`src/rtl/reg_bank_writeback_pkg.sv`:
```
// Shared datapath constants for the register bank and the writeback select mux.
// The stack-pointer reset constant is defined once here and used by both.
package reg_bank_writeback_pkg;

    localparam int REG_IDX_W = 5;
    localparam int DATA_W    = 32;
    localparam int SP_INDEX  = 29;

    // The writeback mux drives this same constant when its select is WB_SEL_CONST.
    localparam logic [DATA_W-1:0] SP_RESET     = 32'd227;
    localparam logic [3:0]        WB_SEL_CONST = 4'b0010;

    // Architectural register names. The control unit uses RA as the jal link target.
    typedef enum logic [REG_IDX_W-1:0] {
        ZERO = 5'd0,
        SP   = 5'd29,
        RA   = 5'd31
    } reg_name_e;

    function automatic logic [DATA_W-1:0] reset_value(input int unsigned idx,
                                                      input int unsigned sp_idx,
                                                      input logic [DATA_W-1:0] sp_val);
        return (idx == sp_idx) ? sp_val : '0;
    endfunction

endpackage

```
`src/rtl/reg_bank_writeback.sv`:
```
// Multicycle MIPS general-purpose register bank: one synchronous write port and
// two combinational read ports. Register 0 reads as zero; SP resets to SP_RESET.
module reg_bank_writeback
    import reg_bank_writeback_pkg::*;
#(
    parameter int                NUM_REGS = 32,
    parameter int                SP_INDEX = reg_bank_writeback_pkg::SP_INDEX,
    parameter logic [DATA_W-1:0] SP_RESET = reg_bank_writeback_pkg::SP_RESET
) (
    input  logic                 clk,
    input  logic                 reset,
    input  logic                 reg_write,
    input  logic [REG_IDX_W-1:0] write_reg,
    input  logic [DATA_W-1:0]    write_data,
    input  logic [REG_IDX_W-1:0] read_reg1,
    input  logic [REG_IDX_W-1:0] read_reg2,
    output logic [DATA_W-1:0]    read_data1,
    output logic [DATA_W-1:0]    read_data2
);

    logic [DATA_W-1:0] w_regs [NUM_REGS];

    for (genvar g = 0; g < NUM_REGS; g++) begin : g_reg
        if (g == 0) begin : g_zero
            // No storage for register 0, so no write can ever make it nonzero.
            assign w_regs[g] = '0;
        end else begin : g_flop
            logic [DATA_W-1:0] r_q;
            logic              w_we;

            assign w_we = reg_write && (write_reg == REG_IDX_W'(g));

            always_ff @(posedge clk) begin
                if (reset) begin
                    r_q <= reset_value(g, SP_INDEX, SP_RESET);
                end else if (w_we) begin
                    r_q <= write_data;
                end
            end

            assign w_regs[g] = r_q;
        end
    end

    // Reads come straight from storage: a same-cycle write is visible only after the edge.
    assign read_data1 = w_regs[read_reg1];
    assign read_data2 = w_regs[read_reg2];

endmodule

```
`config.mk`:
```
export PLATFORM = sky130hd
export DESIGN_NAME = reg_bank_writeback
export DESIGN_NICKNAME = d
export VERILOG_FILES = /design/src/rtl/reg_bank_writeback_pkg.sv /design/src/rtl/reg_bank_writeback.sv
export SDC_FILE = /design/constraint.sdc
export NUM_CORES = 2
export LEC_CHECK = 0
export BUFFER_PORTS_ARGS = -buffer_cell sky130_fd_sc_hd__buf_2
export CORE_UTILIZATION = 45
export DETAILED_ROUTE_END_ITERATION = 8
export PLACE_DENSITY_LB_ADDON = 0.2
export SYNTH_ARGS = -nofsm -noshare
export SYNTH_HDL_FRONTEND = slang
export SYNTH_SLANG_ARGS = --single-unit
```
`constraint.sdc`:
```
create_clock -name clk -period 2.2 [get_ports clk]
set_input_delay 0.44 -clock clk [delete_from_list [all_inputs] [get_ports clk]]
set_output_delay 0.44 -clock clk [all_outputs]
set_load 0.005 [all_outputs]
```
==> results.md <==
- R2r setup slk: 1450 ps
- Post-Synthesis Cells: 6580
- Reg2reg start: g_reg[2].g_flop.r_q[0]
- Crit end category: output port
- DRC violations left: 0
- Synth cell types: 31
- Initial antenna violation count: 7
- Share of cells above drive strength 1: 20.2%
- Reg clk slew, reported paths: 70 ps
- Root Buffer: clkbuf_16
- Worst-Margin Slew: 875 ps
- Starting Density: 45.5%
- Worst VDD drop: 0.643 mV
- Sequential Power Share: 42.8%
- Filler cells: 10100
- DR pass1 iterations: 6
- Total clock buffers created by CTS: 108
- Final hold viol count: 0
- Slew HR: 41.7%
- Crit path launch type: flop
- Post-synthesis sequential area ratio: 38.7%
- Site row count: 123
- Area grow syn2layout: 24.5%
- Top Family by Delay on Critical Path: multiplexers
- Total Routed Length: 206000 µm
- Final setup viols: 64
- Fin nets: 6754
- Most frequent cells in the layout: 2120 x nand2_1, 1115 x a21oi_1, 922 x dfxtp_1
- Fin area: 63900 µm²
- Achievable clock frequency: 350 MHz
- Non-filler cells in the finished layout: 8294
- Die area: 115000 µm²
- Hold Path Class: in -> reg
- Mapped Area: 51400 µm²
- Hold path start: reset
- Placed cells: 8086
- Vias in the first global route: 47400
- Sw power: 11.4 mW
- Clock sinks: 992
- Avg Synthesized Cell Area: 7.80 µm²
- Lkg Pwr: 23.7 nW
- WP data arrival: 2420 ps
- Commonest non-fill, non-tap cell in the layout: nand2_1
- CTS tree: done
- Port Buffers: 113
- Int Pwr: 31.1 mW
- Biggest regs: g.g_flop.r_q: 992 flops
- GRT Util Overall: 34.2%
- Worst reg2reg endpoint: g_reg[2].g_flop.r_q[0]
- Critical path depth: 7
- Clock Skew: 0 ps
- Switching share of power: 26.8%
- CTS Buffer Depth: 3
- Dominant cells by area after synthesis: dfxtp_1 39%, nand2_1 16%, mux2i_1 15%, a21oi_1 11%, a22oi_1 3.7%
- Fin. max-slew vios: 0
- Core box area: 113000 µm²
- Sum of negative setup slack: -35990 ps
- Gpl congestion: 0.937
- Post-synth net total: 6630
- Share of power burned in the clock network: 44.2%
- Via-to-Cell Ratio: 6.09
- Pwr Total: 42.5 mW
- Critical Path RT: 1760 ps
- Seq cells post-synth: 992
- Setup crit start: g_reg[7].g_flop.r_q[16]
- Max_cap viols: 0
- Largest Register: g.g_flop.r_q
- Area share of the largest cell type after synthesis: 38.7%
- Failing checks: setup timing
- RSZ-0062 raised after global routing: true
- Hold WS: 73.5 ps
- WS Path Type: reg -> out
- Syn. warnings: 0
- Slowest cell on crit path: mux4_2
- Status: finished with violations
- Pwr Density: 665 nW/µm²
- Worst Setup EP: read_data2[16]
- Grt ovf: 0
- Detailed Place HPWL: 133000 µm
- Crit-path cells: mux4_2 -> nor2b_2 -> nor3_2 -> a31oi_1 -> buf_4 -> nand3_4 -> buf_6
- I/O pin count: 114
- DRT antenna net count: 0
- Synth area leader: dfxtp_1
- Final worst slack: -660 ps
- Die width: 340 µm
- FF-to-FF path depth: 2
- Wirelength per Cell: 24.8 µm
- DRC marker count from the first detailed-route iteration: 5542
- Logic pwr share: 13.0%
- Clock latency on the worst-skew pair: 710 ps
- CP Buf/Inv Count: 2
- Via count: 50500
- Largest register FFs: 992
- Fin crit share: 130%
- Die Ht: 340 µm
- Crit-path max cell delay: 470 ps
- H-tree levels: 3
- Crit Path Max Fanout: 3
- First-pass GRT wire length: 302000 µm
- Min Tclk post-route: 2860 ps
- Placement Cell Area: 57600 µm²
- Largest net degree at the start of global routing: 116
[cell type report]
cell class | instances | area, µm² | share of cell area, %
repair buffers | 666 | 7470 | 11.7
flip-flops and latches | 992 | 19900 | 31.2
multi-input cells | 4936 | 31000 | 48.5
clock buffers | 162 | 3250 | 5.08
diodes | 3 | 7.51 | 0.0117
clock inverters | 35 | 374 | 0.585
well taps | 1500 | 1880 | 2.93
[worst min-delay path by stage]
stage                                    end  slack [ps]  depth (start not counted)
floorplan             g_reg[3].g_flop.r_q[0]         440                          2
CTS                 g_reg[13].g_flop.r_q[31]          50                          2
detailed placement    g_reg[3].g_flop.r_q[5]         460                          2
global placement      g_reg[3].g_flop.r_q[8]         450                          2
global route         g_reg[27].g_flop.r_q[2]          90                          2
finish               g_reg[14].g_flop.r_q[0]          70                          2
[metrics by stage]
stage / utilization, % / setup slack (ps)
3_3_place_gp: 51.1 / -961
3_5_place_dp: 51.1 / -1000
4_1_cts: 55.8 / -675
6_report: 56.7 / -660
2_1_floorplan: - / 59.8
5_1_grt: 56.7 / -695
[what timing repair did]
| action | in CTS | in global routing |
|---|---|---|
| buffers inserted | 3 | 15 |
| gates cloned | 1 | 4 |
| gates resized for setup | 356 | 160 |
| pin swaps | 70 | 33 |
| hold buffers | 0 | 0 |
| setup endpoints to repair | 64 | 64 |
[per-layer routing]
| layer | part of all wire [%] | vias up | GRT usage, % |
|---|---|---|---|
| li1 | - | 22900 | - |
| met4 | 4.0 | 4 | 13.9 |
| met3 | 10 | 476 | 7.00 |
| met5 | 0.013 | - | 0 |
| met2 | 45 | 2686 | 53.6 |
| met1 | 41 | 24500 | 45.7 |
[synthesized netlist by cell type, drive strengths merged]
cell type  count
or2            5
a22oi        256
clkbuf       392
dfxtp        992
a21oi       1115
nor2          21
mux2i        768
nand2       2148
and2           4
nand2b         7
nor2b         74
nand3        192
mux2          64
a31oi         64
buf          260
nand4          1
nand3b         5
nor4           8
nor3          76
a221oi        64
mux4          64
[worst register-to-register path: cells and delay by family (launching register included)]
| kind | cells | cell delay (ps) |
|---|---|---|
| AOI/OAI and AO/OA | 1 | 150 |
| DFF | 1 | 450 |
| and+or+nand+nor | 1 | 80 |
[cells by family (layout without fill, tap and decap cells)]
logic type | Yosys count | after routing | synth area share [%]
AO/OA/AOI/OAI | 1499 | 1499 | 16.5
buffers and inverters | 652 | 863 | 5.60
flip-flops | 992 | 992 | 38.7
multiplexers | 896 | 896 | 19.2
other | 0 | 3 | 0
AND/OR/NAND/NOR | 2541 | 2541 | 20.1
[power groups by stage]
| stage | Sequential, mW | Clock [mW] | Combinational [mW] |
|---|---|---|---|
| 2_1_floorplan | 18.6 | 0 | 2.53 |
| 3_3_place_gp | 18.6 | 0 | 4.85 |
| 3_5_place_dp | 18.6 | 0 | 4.88 |
| 4_1_cts | 18.2 | 18.9 | 5.21 |
| 5_1_grt | 18.2 | 19.6 | 5.72 |
| 6_report | 18.2 | 18.8 | 5.54 |
No activity file was read; power rests on OpenSTA's default activity.
